[src/rtl/vidc_dma_scheduler.sv]
// VIDC DMA scheduler: keeps the video, cursor and sound FIFOs topped up from
// system memory through one shared word-wide port, using fixed-length bursts
// from per-channel circular address pointers.
module vidc_dma_scheduler #(
  parameter int AW         = 24,
  parameter int FIFO_WORDS = 4,
  parameter int BURST      = 2
) (
  input  logic          clk,
  input  logic          reset_n,
  input  logic [3:0]    vid_level,
  input  logic [3:0]    cur_level,
  input  logic [3:0]    snd_level,
  input  logic [2:0]    chan_en,
  input  logic          vsync,
  input  logic          cfg_wr,
  input  logic [2:0]    cfg_sel,
  input  logic [AW-1:0] cfg_data,
  output logic          mem_req,
  output logic [AW-1:0] mem_addr,
  output logic [1:0]    mem_chan,
  input  logic          mem_ack,
  output logic [2:0]    fifo_wr,
  output logic          busy
);

  localparam int          CW     = $clog2(BURST + 1);
  localparam logic [4:0]  BURST5 = 5'(BURST);
  localparam logic [4:0]  FIFO5  = 5'(FIFO_WORDS);

  typedef enum logic [1:0] {S_IDLE, S_GRANT, S_BURST, S_SETTLE} state_t;

  state_t        state, state_nxt;
  logic [CW-1:0] wcnt;
  logic          vs_pend;
  logic [AW-1:0] start_q    [3];
  logic [AW-1:0] end_q      [3];
  logic [AW-1:0] ptr        [3];
  logic [2:0]    start_pend;

  logic [3:0]    lvl        [3];
  logic [2:0]    need;
  logic [1:0]    winner;
  logic          ack_evt, end_evt;
  logic [2:0]    st_wr, en_wr, chan_busy, vs_hit;
  logic [AW-1:0] start_nxt  [3];
  logic [AW-1:0] ptr_inc    [3];

  assign lvl[0] = vid_level;
  assign lvl[1] = cur_level;
  assign lvl[2] = snd_level;

  // Per-channel need, fixed-priority winner and config/pointer helpers.
  always_comb begin
    // NOTE: every signal driven here gets a default first so no path leaves it unassigned (no latch).
    need    = '0;
    winner  = 2'd0;
    st_wr   = '0;
    en_wr   = '0;
    chan_busy = '0;
    vs_hit  = {1'b0, vsync, vsync};
    ack_evt = (state == S_BURST) && mem_ack;
    end_evt = ack_evt && (wcnt == CW'(1));
    for (int c = 0; c < 3; c++) begin
      need[c]      = chan_en[c] && (({1'b0, lvl[c]} + BURST5) <= FIFO5);
      st_wr[c]     = cfg_wr && (cfg_sel[2:1] == 2'(c)) && !cfg_sel[0];
      en_wr[c]     = cfg_wr && (cfg_sel[2:1] == 2'(c)) &&  cfg_sel[0];
      chan_busy[c] = ((state == S_GRANT) || (state == S_BURST)) && (mem_chan == 2'(c));
      start_nxt[c] = st_wr[c] ? cfg_data : start_q[c];
      ptr_inc[c]   = (ptr[c] == end_q[c]) ? start_q[c] : ptr[c] + AW'(1);
    end
    if (need[2])      winner = 2'd2;
    else if (need[1]) winner = 2'd1;
  end

  // State register.
  always_ff @(posedge clk or negedge reset_n) begin
    // NOTE: clocked state uses non-blocking assignments so all registers update together at the edge.
    if (!reset_n) state <= S_IDLE;
    else          state <= state_nxt;
  end

  // Next-state logic: arbitrate in IDLE, run the burst, settle one cycle.
  always_comb begin
    state_nxt = state;
    case (state)
      S_IDLE:   if (|need) state_nxt = S_GRANT;
      S_GRANT:  state_nxt = S_BURST;
      S_BURST:  if (end_evt) state_nxt = S_SETTLE;
      S_SETTLE: state_nxt = S_IDLE;
      default:  state_nxt = S_IDLE;
    endcase
  end

  // Outputs: request during BURST, steer each accepted word to its FIFO.
  always_comb begin
    mem_req  = (state == S_BURST);
    busy     = (state != S_IDLE);
    fifo_wr  = '0;
    mem_addr = '0;
    case (mem_chan)
      2'd0:    mem_addr = ptr[0];
      2'd1:    mem_addr = ptr[1];
      2'd2:    mem_addr = ptr[2];
      default: mem_addr = '0;
    endcase
    if (ack_evt) begin
      case (mem_chan)
        2'd0:    fifo_wr = 3'b001;
        2'd1:    fifo_wr = 3'b010;
        2'd2:    fifo_wr = 3'b100;
        default: fifo_wr = 3'b000;
      endcase
    end
  end

  // Burst bookkeeping, config registers and circular pointers.
  always_ff @(posedge clk or negedge reset_n) begin
    if (!reset_n) begin
      mem_chan   <= 2'd0;
      wcnt       <= '0;
      vs_pend    <= 1'b0;
      start_pend <= '0;
      // NOTE: these are three-entry register banks, not a RAM, so resetting them is cheap and required.
      for (int c = 0; c < 3; c++) begin
        start_q[c] <= '0;
        end_q[c]   <= '0;
        ptr[c]     <= '0;
      end
    end else begin
      if (state == S_IDLE && |need) begin
        mem_chan <= winner;
        wcnt     <= CW'(BURST);
      end else if (ack_evt) begin
        wcnt <= wcnt - CW'(1);
      end

      // A vsync that hits a busy video/cursor burst is replayed at burst end.
      if (end_evt)
        vs_pend <= 1'b0;
      else if (vsync && (chan_busy[0] || chan_busy[1]))
        vs_pend <= 1'b1;

      for (int c = 0; c < 3; c++) begin
        if (st_wr[c]) start_q[c] <= cfg_data;
        if (en_wr[c]) end_q[c]   <= cfg_data;

        if (end_evt && mem_chan == 2'(c))
          start_pend[c] <= 1'b0;
        else if (st_wr[c] && chan_busy[c])
          start_pend[c] <= 1'b1;

        // A busy channel only moves on acks; deferred reloads win over the last increment.
        if (chan_busy[c]) begin
          if (end_evt && (start_pend[c] || vs_pend || vs_hit[c] || st_wr[c]))
            ptr[c] <= start_nxt[c];
          else if (ack_evt)
            ptr[c] <= ptr_inc[c];
        end else if (vs_hit[c] || st_wr[c]) begin
          ptr[c] <= start_nxt[c];
        end
      end
    end
  end

endmodule

[config.mk]
export PLATFORM = sky130hd
export DESIGN_NAME = vidc_dma_scheduler
export DESIGN_NICKNAME = d
export VERILOG_FILES = /design/src/rtl/vidc_dma_scheduler.sv
export SDC_FILE = /design/constraint.sdc
export NUM_CORES = 1
export LEC_CHECK = 0
export BUFFER_PORTS_ARGS = -buffer_cell sky130_fd_sc_hd__buf_4
export CAP_MARGIN = 20
export CORE_UTILIZATION = 45
export DETAILED_ROUTE_END_ITERATION = 16
export PLACE_DENSITY = 0.65
export RECOVER_POWER = 100
export SLEW_MARGIN = 20
export SYNTH_ARGS = -nofsm -noshare
export SYNTH_HDL_FRONTEND = slang
export SYNTH_SLANG_ARGS = --single-unit
[constraint.sdc]
create_clock -name clk -period 5.2 [get_ports clk]
set_input_delay 0.52 -clock clk [delete_from_list [all_inputs] [get_ports clk]]
set_output_delay 0.52 -clock clk [all_outputs]
set_load 0.02 [all_outputs]
Yosys cells after proc, flatten, opt, wreduce, memory -nomap -nowiden. Cells that the tools add are included.

Register bits: 226. Bits in latches: 0. Bits in writable memories: 0. ROM bits: 0. Bits of input ports: 47. Output and inout bits: 31. Word-level logic and storage cells: 136. Memories: 0.

Add/subtract/negate cells: 7. Multiply operators: 0. Divide/modulo/power cells: 0. Magnitude comparators: 3. Equality and inequality tests: 16. Shift-type cells: 0. Muxes and demuxes: 36. Bitwise logic cells: 0. Reduce and logical (&&, ||, !) cells: 58.

Operators with widths (number): $mux W24 (18); $add A24 B1 Y24 const B (3); $eq A24 B24 Y1 (3); $pmux W24 S3 (1); $logic_and A1 B1 Y1 (28); $reduce_bool A2 Y1 (9); $add A4 B2 Y5 const B (3); $le A5 B3 Y1 const B (3); $logic_or A1 B1 Y1 (12); $mux W2 (5); $mux W1 (9); $ne A3 B2 Y1 const B (3); $pmux W3 S3 (1); $eq A2 B1 Y1 const B (4); $eq A2 B2 Y1 const B (4); $pmux W2 S4 (1); $reduce_and A2 Y1 (4); $logic_not A2 Y1 (3); $mux W3 (1); $reduce_or A3 Y1 (1); $ne A2 B1 Y1 const B (1); $ne A2 B2 Y1 const B (1); $sub A2 B1 Y2 const B (1); $logic_not A1 Y1 (1).

Logic depth before layout (Yosys ltp). Gate-level depths: netlist of run 1.

Depth in word-level cells: 7. Depth in mapped cells: 11. Mapped depth without buffers: 8.

Least setup slack after synthesis of run 1. No wires, ideal clock.

Kind: reg2out. Start point: reg mem_chan[0]. End point: out mem_addr[0]. Arrival: 1945 ps. Data required time: 4680 ps. Path slack: 2735 ps. Cell stages (with the launch flop): 6. Path buffers: 3. Path through: dfrtp_1 > clkbuf_1 > buf_2 > buf_1 > mux2i_1 > o21ai_0.

Word-level cells in the longest chain between the ends: 2.

Ends and longest elaborated chain: start, declared (RTL line 21) `output logic [1:0] mem_chan,`; start signal, assigned (RTL line 132) `mem_chan <= winner;`; $eq A2 B2 Y1 (tied with other cells) (RTL line 101) `case (mem_chan)`; $pmux W24 S3 (*) (RTL line 101); end, declared (RTL line 20) `output logic [AW-1:0] mem_addr,`.

Mark *: on every way between the ends. The rest lies on a longest branch, timed or not.

Worst setup path in the final report of run 1.
Start point: reg mem_chan[1]. End point: out mem_addr[0].

Same word-level chain as after synthesis.

==> results of run 1 <==
metrics by stage:
step                setup WS, ns  utilization, %
global route              0.8697           51.61
global placement           2.197           49.22
CTS                        1.902           52.25
floorplan                  2.735               -
finish                     1.118           51.62
detailed placement         2.150           49.22
critical path, cell delays in order, from the launching register on:
cell                       delay, ns
sky130_fd_sc_hd__dfrtp_1        1.05
sky130_fd_sc_hd__inv_1          0.22
sky130_fd_sc_hd__nor2_2         0.15
sky130_fd_sc_hd__clkbuf_1       0.93
sky130_fd_sc_hd__nand2_1        0.12
sky130_fd_sc_hd__o21ai_0        0.27
sky130_fd_sc_hd__clkbuf_1       0.29
per-layer routing:
| metal | global-route usage (%) | wire [um] |
|---|---|---|
| met4 | 10.18 | 1397 |
| met5 | 0 | 15 |
| met3 | 5.690 | 2979 |
| met1 | 37.85 | 16900 |
| met2 | 40.15 | 16430 |
sequential cells by signal, summed over array words and instances, names as in the netlist:
name,flops
start_q,72
mem_chan,2
state,2
wcnt,2
vs_pend,1
ptr,72
start_pend,3
end_q,72
cell usage after synthesis (6+ instances only):
master / count
sky130_fd_sc_hd__xor2_1: 85
sky130_fd_sc_hd__mux2i_1: 82
sky130_fd_sc_hd__a21oi_1: 37
sky130_fd_sc_hd__clkbuf_1: 34
sky130_fd_sc_hd__nand3_1: 36
sky130_fd_sc_hd__o211ai_1: 12
sky130_fd_sc_hd__buf_2: 42
sky130_fd_sc_hd__nor3_1: 17
sky130_fd_sc_hd__mux2_2: 144
sky130_fd_sc_hd__o22ai_1: 26
sky130_fd_sc_hd__nor4_1: 20
sky130_fd_sc_hd__nor2_1: 47
sky130_fd_sc_hd__dfrtp_1: 226
sky130_fd_sc_hd__a31oi_1: 7
sky130_fd_sc_hd__xnor2_1: 51
sky130_fd_sc_hd__o21ai_0: 54
sky130_fd_sc_hd__o221ai_1: 6
sky130_fd_sc_hd__nand4_1: 20
sky130_fd_sc_hd__and4_1: 7
sky130_fd_sc_hd__o21ai_1: 21
sky130_fd_sc_hd__and3_1: 10
sky130_fd_sc_hd__ha_1: 10
sky130_fd_sc_hd__a22oi_1: 23
sky130_fd_sc_hd__nand2_1: 95
sky130_fd_sc_hd__inv_1: 23
worst paths after layout:
check | endpoint | slack (ns) | cells after the start
setup / recovery | mem_addr[0] | 1.12 | 6
hold / removal | vs_pend | 0.32 | 3
setup reg to reg | ptr[7] | 1.33 | 6
hold reg to reg | state[0] | 0.50 | 1
max in group asynchronous | ptr[63] | 2.16 | 2
min in group asynchronous | ptr[5] | 0.92 | 1
report_power, final:
group          total (mW)  internal (mW)  switching, mW
clock network        1.79           1.06          0.738
registers            3.29           2.32          0.971
logic                2.99           1.27           1.72
cell families (layout without fill, tap and decap cells):
family	after synthesis	after routing	synth area share, %
flops	226	226	44.74
compound gates	207	207	10.08
fa+ha+maj	10	10	0.9898
simple gates	284	284	11.40
buf+inv	109	161	4.048
mux	226	226	19.32
other cells	0	1	0
xor+xnor	136	136	9.423
area by class of cell:
cell class / count / area share (%)
multi-input cells: 863 / 46.14
flip-flops and latches: 226 / 40.21
clock buffers: 36 / 5.097
repair buffers: 92 / 3.852
well taps: 372 / 3.309
clock inverters: 10 / 0.7650
inverters: 23 / 0.6138
diodes: 1 / 0.01779
==> reports/results.txt, run 1 <==
The number of vias per cell came out at 5.893. Setup repair after global routing left no endpoint under its margin. Summed over all nets, the half-perimeter wirelength after detailed placement is 25810 um.

sky130_fd_sc_hd__dfrtp_1 takes more of the synthesized area than any other cell. The worst-case IR drop observed on VDD is 0.2817 mV. Summed over all cells, the static leakage comes to 6.219 nW. The number of nets in the synthesized netlist is 1255. The count of buffers added on input and output ports is 77. The distinct cell type count after synthesis came out at 64.

STA classifies the critical path endpoint as an output pin. Data on the critical path is required at its endpoint by 4.68 ns. Data on the critical path arrives at its endpoint at 3.56 ns. For this run, design rule violations remaining after detail routing come to 0. The tools report the clock root buffer as sky130_fd_sc_hd__clkbuf_16. 78 I/O pins were placed. The total clock buffers created by CTS came out at 25.

Dividing total power by cell area gives a power density of 574.1 nW/um^2. In this run the worst hold path is classified as primary input to register. The congestion estimate from routability-driven global placement came to 0.8617. The number of antenna violations at the first check in global routing was 4. For this run, the post-layout net count is 1288.

The layout has 2480 filler cells. In this run the worst path has a maximum fanout of 33. TritonCTS built the clock tree. After technology mapping, the gate count stands at 1198. Setup violations remaining at the end of the flow were counted as 0. Of the synthesized area, sequential elements account for 44.74%.

Static timing analysis puts the maximum clock frequency at 245.0 MHz. In this run, placement finished with an instance count of 1576. The hold violation count in the final report was 0; the core box area was 27250 um^2. The clock latency of the later-clocked register in the worst-skew pair came out at 0.54 ns.

In this run, the number of DRC markers left after iteration 0 of detailed routing was 954. The finished cells cover 14070 um^2. Chip width: 169.6 um. The most used flip-flop cell after synthesis is sky130_fd_sc_hd__dfrtp_1. The fraction of layout instances using a drive strength above 1 was 15.76%; the clock tree buffer depth was 3.

Fraction of registers with async set/reset: 100.0%. The run finished, with violations left. The level count of the clock H-tree is 1, and the area share of the largest cell type after synthesis is 44.74%. The number of nets with antenna violations after detailed routing is 0. The tools report the beginning of the worst register-to-register path as mem_chan[1]. At the pin with the least slew margin, the transition time is 3.183 ns. The number of global-route vias before repair was 9540.

Leading cell type in the layout, fill and taps excluded: sky130_fd_sc_hd__dfrtp_1. The tools report the overall power of the completed layout as 8.075 mW. In this run, synthesis produced a sequential element count of 226. Hold repair after CTS inserted 0 buffers. The tools report the count of cells resized by post-cts repair as 0. The mean cell area of the mapped netlist is 10.55 um^2, and the site row count is 60.

Yosys printed 0 warnings. Type of the worst setup path: register to output pin. The setup TNS was 0 ns; the wire length of the first global-routing pass was 57900 um. Summing over every cut layer, the via total after detailed routing is 9565. The final reports fail on capacitance limit, slew limit. Leaving out fill and tap cells, the most frequent cells in the layout are sky130_fd_sc_hd__dfrtp_1, sky130_fd_sc_hd__nand2_1, sky130_fd_sc_hd__mux2_2, sky130_fd_sc_hd__xor2_1, sky130_fd_sc_hd__mux2i_1. After detailed placement, the total cell area comes to 13410 um^2. After detailed routing, the average wire length per cell comes to 23.24 um.

The synthesized netlist occupies a cell area of 12640 um^2. The worst max-slew margin expressed relative to the limit was -112.2%. The part of the cycle the worst path needs was 78.51%. The startpoint identified for the worst hold timing path is vsync.

Buffers added to address setup during post-CTS repair amount to 0. The overall fraction of global-route tracks in use was 26.80%; the area used by sequential logic in the layout was 5655 um^2. The tools report the max-cap violation count as 7. In this run the worst setup path begins at mem_chan[1]. The register clock-pin slew on the reported worst setup and hold paths works out to 0.06 ns. Clock tree synthesis found a total of 226 sinks.

The global-route congestion overflow total is 0. The initial cell density of the core came out at 46.39%. The synthesized design contains 0 enable-type register cells. The clock period could shrink to 4.082 ns. For this run, the detailed router's first-pass iteration total came to 5.

Between clock sinks in the finished design, the worst skew comes to 0.01709 ns. For this block, the routed nets add up to 37710 um of wire. The number of max-slew violations in the final report was 283. The die outline height works out to 169.6 um. Entering global routing, the biggest net connects 123 pins.

By area the synthesized netlist is led by sky130_fd_sc_hd__dfrtp_1, sky130_fd_sc_hd__mux2_2, sky130_fd_sc_hd__mux2i_1. The number of non-filler instances in the completed layout is 1623, and the total die area is 28770 um^2. The worst setup path is launched from a register. The area growth from synthesis to layout is 11.27%. The area used by multi-input combinational logic came out at 6490 um^2. On the final layout, the worst hold slack is 0.3219 ns.
(Power assumes the default switching activity.)
==> run 2, diff against run 1 <==
--- a/config.mk
+++ b/config.mk
@@ -9,7 +9,7 @@
 export CAP_MARGIN = 20
 export CORE_UTILIZATION = 45
 export DETAILED_ROUTE_END_ITERATION = 16
-export PLACE_DENSITY = 0.65
+export PLACE_DENSITY = 0.67
 export RECOVER_POWER = 100
 export SLEW_MARGIN = 20
 export SYNTH_ARGS = -nofsm -noshare
==> constraint.sdc (replaced) <==
create_clock -name clk -period 3.7 [get_ports clk]
set_input_delay 0.37 -clock clk [delete_from_list [all_inputs] [get_ports clk]]
set_output_delay 0.37 -clock clk [all_outputs]
set_load 0.02 [all_outputs]
==> run 2 against run 1 <==
Against the previous run:
- the flow still finishes with violations (capacitance limit, slew limit)
- power increased by 42%
- clock skew grew 0.0092 ns
- via count rose by 1.6%
- critical path depth increased by 1
- sequential share of layout area is 0.12 points lower
- combinational power increased by 47%
- non-clock buffer count rose by 6
- setup slack lost 0.55 ns
- largest cell class unchanged
- critical endpoint is now ptr[21]
- global-route usage rose by 0.059 points
- routed wire length grew 1.1%
- clock power up 41%
- register-to-register slack lost 0.68 ns
==> reports/results.txt, run 2 (synthesized netlist as in run 1, its figures left out) <==
The run finished, with violations left. The checks that failed: capacitance limit, slew limit. The peak supply drop was 0.3286 mV (+17%). Beginning of the worst register-to-register path: state[0]. The tools report the number of filler cells placed in the layout as 2496 (+0.65%).

The tools report the worst hold slack as 0.1858 ns (-0.1361 ns). The final routed wire length divided by cell count is 23.45 um (+0.90%). The logs give 155 (-45%) for the number of max-slew violations in the final report and 0 (unchanged) for the hold violation count in the final report. The hold path depth is 2 (-1). The run gives 0.02631 ns (+0.009218 ns) as the largest clock skew in the final design.

The tools report the setup TNS as 0 ns (unchanged). The largest registers in the layout are end_q x72, ptr x72, start_q x72. Relative to the synthesized area, the layout overhead comes to 11.60%.

The part of the power in registers is 39.4% (-1.3 points), and the minimum setup slack after placement is 0.8729 ns (-1.277 ns). The logs give -44.13% (+68 points) for the worst max-slew margin expressed relative to the limit and 27250 um^2 (unchanged) for the core box area. The logs give 226 (unchanged) for the count of clock tree sinks and 0.65 ns (-0.68 ns) for the register-to-register setup slack.

The total of endpoints with negative setup slack in the final report is 0 (unchanged), and the number of vias per cell is 5.974 (+1.4%). The capture endpoint of the worst hold path was end_q[5]. The global-route congestion overflow total is 0 (unchanged), and the overall routed net length is 38150 um (+1.1%).

Worst-case setup margin in the final layout: 0.5689 ns (-0.5486 ns). In this run the most critical hold path is launched from cfg_data[5]. The number of nets with antenna violations after detailed routing is 0 (unchanged), and the fraction of layout instances using a drive strength above 1 is 17.53% (+1.8 points). The DRC violation total after the first TritonRoute iteration was 933 (-2.2%); the total clock buffers created by CTS was 25 (unchanged). The level count of the clock H-tree is 1 (unchanged), and the longest individual stage delay on the worst path is 1.49 ns (+0.44 ns). The logic depth of the worst register-to-register path is 7 (+1). Of the available clock period, the critical path in the final layout requires 84.62%. The endpoint of the most critical register-to-register path is ptr[68]. The post-detailed-route DRC marker count was 0 (unchanged). The run gives 9520 (-0.21%) as the number of global-route vias before repair. The leading cell type in the layout, fill and taps excluded was sky130_fd_sc_hd__dfrtp_1. The tools report the startpoint kind of the worst setup timing path as a primary input. Minimum clock period after layout: 3.131 ns. The highest fanout seen on the critical path is 23 (-30%), and the register clock-pin slew on the reported worst setup and hold paths is 0.06 ns (about the same). STA classifies the critical path endpoint as a register. The total power per unit cell area was 811.2 nW/um^2 (+41%); the chip width was 169.6 um (unchanged). The number of diodes is 0 (-1), and the maximum number of pins on one net before global-route repair is 115 (-6.5%). The switching part of the total was 42.47% (about the same). The fraction of power consumed by combinational cells is 38.5% (+1.5 points), and the arrival time at the worst endpoint is 3.56 ns (about the same).

The number of antenna violations at the first check in global routing came out at 5 (+1). The tools report the number of search-and-repair iterations in the first detailed-routing pass as 5 (unchanged). The data required time at the worst endpoint was 4.13 ns (-0.55 ns).

In the layout the commonest cells are sky130_fd_sc_hd__dfrtp_1, sky130_fd_sc_hd__mux2_2, sky130_fd_sc_hd__nand2_1, sky130_fd_sc_hd__xor2_1, sky130_fd_sc_hd__mux2i_1. The final net count came out at 1294 (+0.47%). The internal power is 6.584 mW (+42%), and the maximum clock frequency is 319.4 MHz.

Setup repair after global routing left no endpoint under its margin. The largest individual stage delay along the critical path comes from the cell sky130_fd_sc_hd__nor4bb_1. The critical path is of the primary input to register type. The wire length of the first global-routing pass is 58060 um (+0.26%). I/O pin total: 78 (unchanged). The total die area is 28770 um^2 (unchanged), and the quantity of I/O buffers inserted on ports is 77 (unchanged). The run gives 11.44 mW (+42%) as the overall power of the completed layout. The max-cap violation count was 6 (-1). The site row count is 60 (unchanged). For the sum of net half-perimeters after detailed placement, the log shows 26160 um (+1.4%). The classification of the worst-slack hold path is primary input to register. The worst-margin pin slew works out to 2.133 ns (-1.050 ns). The clock latency of the later-clocked register in the worst-skew pair is 0.54 ns (about the same). For the power spent charging and discharging nets, the log shows 4.860 mW (+42%). Final weighted congestion in routability-driven placement: 0.8726 (+1.3%). For the leakage power figure, the log shows 6.240 nW (+0.33%).

Traced cell by cell, the critical path runs through clkbuf_1 -> nor4bb_1 -> clkbuf_2 -> mux2_2 -> nand2_1 -> o21ai_0 -> a21o_1. TritonCTS built the clock tree. The tools report the clock tree buffer depth as 3 (unchanged). The detailed-route via count is 9720 (+1.6%). The part of the power in the clock network was 22.1% (about the same); the initial cell density of the core was 46.39% (unchanged).

The die outline height is 169.6 um (unchanged), and the overall fraction of global-route tracks in use is 26.86% (+0.059 points). The tree is rooted in a sky130_fd_sc_hd__clkbuf_16.
==> run 2: final cells by class <==
class	instances	area (um^2)	area share (%)
multi-input combinational	863	6454	45.75
sequential	226	5655	40.09
clock buffer	40	782.0	5.543
timing repair buffer	98	610.6	4.328
tap	372	465.4	3.299
inverter	23	86.33	0.6120
clock inverter	5	53.80	0.3814
==> run 2: worst max path at each step <==
stage,start,end
6_report,cfg_sel[1],ptr[21]
5_1_grt,cfg_sel[1],end_q[48]
4_1_cts,state[0],ptr[58]
3_5_place_dp,cfg_wr,ptr[49]
3_3_place_gp,cfg_wr,ptr[53]
2_1_floorplan,mem_chan[0],mem_addr[0]
==> run 2: critical path: cells and delay by family <==
kind	cells	cell delay, ns
simple gates	2	1.57
compound gates	2	0.25
buf+inv	2	0.93
mux	1	0.43
==> run 2: power by group through the flow <==
stage	sequential, mW	clock, mW	combinational (mW)
6_report	4.51	2.53	4.40
5_1_grt	4.59	2.66	4.79
4_1_cts	4.47	2.55	4.61
3_5_place_dp	4.51	0	4.58
3_3_place_gp	4.47	0	4.51
2_1_floorplan	3.78	0	3.64
==> run 2: metrics by stage <==
stage | util, % | instances | cell area, um^2
finish | 51.77 | 1627 | 14110
global route | 51.77 | 1627 | 14110
CTS | 52.55 | 1627 | 14320
detailed placement | 49.45 | 1581 | 13480
global placement | 49.45 | 1581 | 13480
floorplan | - | 1198 | 12640
==> run 2: repair_timing <==
item                                   CTS  global route
hold buffers                             1             0
buffers inserted                         0             0
endpoints found under the hold margin   80             0
setup endpoints to repair                0             0
resized for setup                        0             0
==> run 2: metal layers <==
metal | vias up | share of wire [%] | global-route usage (%)
li1 | 4361 | - | -
met1 | 4905 | 43 | 37.41
met2 | 373 | 45 | 40.88
met3 | 79 | 8.7 | 6.297
met4 | 2 | 3.1 | 9.166
met5 | - | 0.034 | 0
==> run 3, diff against run 2 <==
--- a/config.mk
+++ b/config.mk
@@ -9,7 +9,7 @@
 export CAP_MARGIN = 20
 export CORE_UTILIZATION = 45
 export DETAILED_ROUTE_END_ITERATION = 16
-export PLACE_DENSITY = 0.67
+export PLACE_DENSITY = 0.65
 export RECOVER_POWER = 100
 export SLEW_MARGIN = 20
 export SYNTH_ARGS = -nofsm -noshare
==> constraint.sdc (replaced) <==
create_clock -name clk -period 3 [get_ports clk]
set_input_delay 0.3 -clock clk [delete_from_list [all_inputs] [get_ports clk]]
set_output_delay 0.3 -clock clk [all_outputs]
set_load 0.02 [all_outputs]
==> run 3 against run 2 <==
Against the previous run:
- the flow still finishes with violations (capacitance limit, slew limit)
- largest cell class unchanged
- hold slack got worse by 0.082 ns
- non-clock buffer count rose by 16
- routed wire length is 0.69% higher
- power grew 25%
- critical endpoint is now mem_addr[16]
- final cell count up 1.2%
- clock power increased by 29%
- register-to-register slack lost 0.50 ns
==> reports/results.txt, run 3 (synthesized netlist as in run 1, its figures left out) <==
The run finished, with violations left. The checks that failed: capacitance limit, slew limit. Timing would allow up to 343.3 MHz.

The number of stages on the worst setup path is 4 (-3). The core box area is 27250 um^2 (unchanged). Number of buffers added for setup after CTS: 0 (unchanged).

The run gives 28770 um^2 (unchanged) as the total die area. The global-route congestion overflow total is 0 (unchanged), and the area growth from synthesis to final layout is 13.26%. For the overall fraction of global-route tracks in use, the log shows 27.32% (+0.46 points). The largest clock skew in the final design is 0.02667 ns (+0.0003553 ns), and the logic depth of the worst register-to-register path is 7 (unchanged).

The worst path uses 97.08% of the clock period. Leaving out fill and tap cells, the most frequent cell in the layout is sky130_fd_sc_hd__dfrtp_1. The run gives 9843 (+1.3%) as the detailed-route via count. The critical path is of the register to output pin type.

The slowest stage of the critical path belongs to the cell sky130_fd_sc_hd__dfrtp_1. The run gives 1 (unchanged) as the quantity of hold-fixing buffers added after cts. TritonCTS built the clock tree. The number of vias per cell was 5.980 (about the same); the number of non-filler instances in the completed layout was 1646 (+1.2%). The run gives 0.08748 ns (-0.4815 ns) as the worst-case setup margin in the final layout.

Worst-margin pin slew: 1.910 ns (-0.2231 ns). The worst hold path belongs to the class primary input to register. Walking the worst path, the cells encountered are buf_4 -> mux2i_1 -> o21ai_0 -> clkbuf_1. The number of antenna violations at the first check in global routing is 2 (-3). The logs give 0.8868 (+1.6%) for the final weighted congestion in routability-driven placement and 0 (unchanged) for the post-detailed-route DRC marker count.

The run gives 3 (unchanged) as the clock tree buffer depth. Count of buffer and inverter cells on the critical path: 2 (unchanged). The sum of net half-perimeters after detailed placement was 26900 um (+2.9%). The final net count is 1311 (+1.3%). The hold path depth is 3 (+1), and the data required time at the worst endpoint is 2.70 ns (-1.43 ns).

Initial cell density of the core: 46.39% (unchanged). The largest registers in the layout are end_q x72, ptr x72, start_q x72. The worst max-slew margin expressed relative to the limit came out at -27.32% (+17 points).

The run gives 0 (unchanged) as the count of cells resized by post-cts repair. The library cells used most frequently in the layout, excluding fill and tap cells, are sky130_fd_sc_hd__dfrtp_1, sky130_fd_sc_hd__mux2_2, sky130_fd_sc_hd__nand2_1, sky130_fd_sc_hd__xor2_1, sky130_fd_sc_hd__mux2i_1. The wire length of the first global-routing pass is 59310 um (+2.2%), and the maximum number of pins on one net before global-route repair is 71 (-38%). The clock latency of the later-clocked register in the worst-skew pair was 0.54 ns (about the same).

The total of endpoints with negative setup slack in the final report was 0 (unchanged). Number of nets with antenna violations after detailed routing: 0 (unchanged). Chip width: 169.6 um (unchanged). The final routed wire length divided by cell count is 23.33 um (-0.47%). The fraction of layout instances using a drive strength above 1 works out to 18.37% (+0.84 points).

Broken down by cell family, the worst path's largest delay share belongs to buffers and inverters. The max-cap violation count is 6 (unchanged). The run gives 0 (unchanged) as the hold violation count in the final report. STA classifies the critical path endpoint as an output pin. The number of diodes was 0 (unchanged); the minimum setup slack after placement was 0.3266 ns (-0.5463 ns). The highest fanout seen on the critical path was 24 (+4.3%). The number of filler cells placed in the layout was 2489 (-0.28%); the total clock buffers created by CTS was 26 (+4.0%).

The setup TNS is 0 ns (unchanged). The leakage power figure came out at 6.369 nW (+2.1%). Longest individual stage delay on the worst path: 0.63 ns (-0.86 ns). The tools report the startpoint kind of the worst setup timing path as a register. Quantity of I/O buffers inserted on ports: 77 (unchanged). In this run the most critical hold path is launched from vsync. The tree is rooted in a sky130_fd_sc_hd__clkbuf_16.

The run gives 0.15 ns (-0.50 ns) as the register-to-register setup slack. The beginning of the worst register-to-register path was ptr[40]. The register clock-pin slew on the reported worst setup and hold paths is 0.06 ns (about the same), and the die outline height is 169.6 um (unchanged).

The run gives 938 (+0.54%) as the DRC violation total after the first TritonRoute iteration. The tools report the number of max-slew violations in the final report as 197 (+27%). For hold timing, the worst endpoint is vs_pend. The total power per unit cell area was 1001 nW/um^2 (+23%).

The site row count is 60 (unchanged), and the level count of the clock H-tree is 1 (unchanged). Cell count after placement: 1597 (+1.0%). The count of clock tree sinks was 226 (unchanged); the minimum clock period after layout was 2.913 ns. The arrival time at the worst endpoint is 2.61 ns (-0.95 ns). The endpoint of the most critical register-to-register path is ptr[43]. Setup repair after global routing left no endpoint under its margin. The run gives 9747 (+2.4%) as the number of global-route vias before repair. The run gives 38410 um (+0.69%) as the overall routed net length. The peak supply drop was 0.4791 mV (+46%); the number of search-and-repair iterations in the first detailed-routing pass was 7 (+2).

The run gives 78 (unchanged) as the I/O pin total.
==> run 3: cell types whose count changed in the layout (fill, tap and decap cells not counted), moves of 2 or more <==
cell | previous run | this run
sky130_fd_sc_hd__clkbuf_2 | 3 | 6
sky130_fd_sc_hd__mux2_1 | 36 | 44
sky130_fd_sc_hd__buf_4 | 59 | 69
sky130_fd_sc_hd__mux2_2 | 108 | 100
sky130_fd_sc_hd__clkbuf_16 | 25 | 27
sky130_fd_sc_hd__buf_12 | 0 | 2
sky130_fd_sc_hd__buf_2 | 0 | 2
==> run 3: tightest hold or removal path, stage by stage <==
cell,delay [ns]
sky130_fd_sc_hd__buf_4,0.12
sky130_fd_sc_hd__a31oi_1,0.08
sky130_fd_sc_hd__nor2_1,0.09
==> run 3: final cells by class <==
type / instances / area [um^2] / share of cell area (%)
multi-input combinational: 863 / 6491 / 45.34
sequential: 226 / 5655 / 39.50
clock buffer: 42 / 822.0 / 5.741
timing repair buffer: 114 / 735.7 / 5.139
tap: 372 / 465.4 / 3.251
inverter: 23 / 86.33 / 0.6030
clock inverter: 6 / 61.31 / 0.4282
==> run 3: per-layer routing <==
layer	up-vias	global-route usage (%)	part of all wire, %
met5	-	0	0
met2	392	40.43	44
met4	0	10.69	3.2
met1	4973	39.86	46
met3	68	4.314	7.3
li1	4410	-	-
==> run 3: where the power goes <==
| group | internal (mW) | leakage, nW | switching [mW] | total [mW] |
|---|---|---|---|---|
| registers | 4.03 | 2.72 | 1.43 | 5.46 |
| clock network | 1.96 | 0.440 | 1.30 | 3.26 |
| logic | 2.32 | 3.21 | 3.30 | 5.62 |
| total | 8.31 | 6.37 | 6.03 | 14.3 |
==> run 3: how the worst max path moves through the flow <==
stage | start | endpoint | slack [ns]
floorplan | state[0] | ptr[24] | 0.70
global placement | state[1] | ptr[53] | 0.37
detailed placement | state[0] | ptr[53] | 0.33
CTS | mem_chan[1] | mem_addr[0] | 0.25
global route | mem_chan[0] | mem_addr[21] | 0.02
finish | mem_chan[0] | mem_addr[16] | 0.09
==> run 3: stage by stage <==
stage,cell area [um^2],util [%],hold slack [ns],power [mW]
floorplan,12640,-,0.004409,9.152
global placement,13600,49.89,0.2974,11.16
detailed placement,13600,49.89,0.2941,11.30
CTS,14490,53.17,0.09265,14.57
global route,14320,52.54,0.09857,15.12
finish,14320,52.54,0.1042,14.34
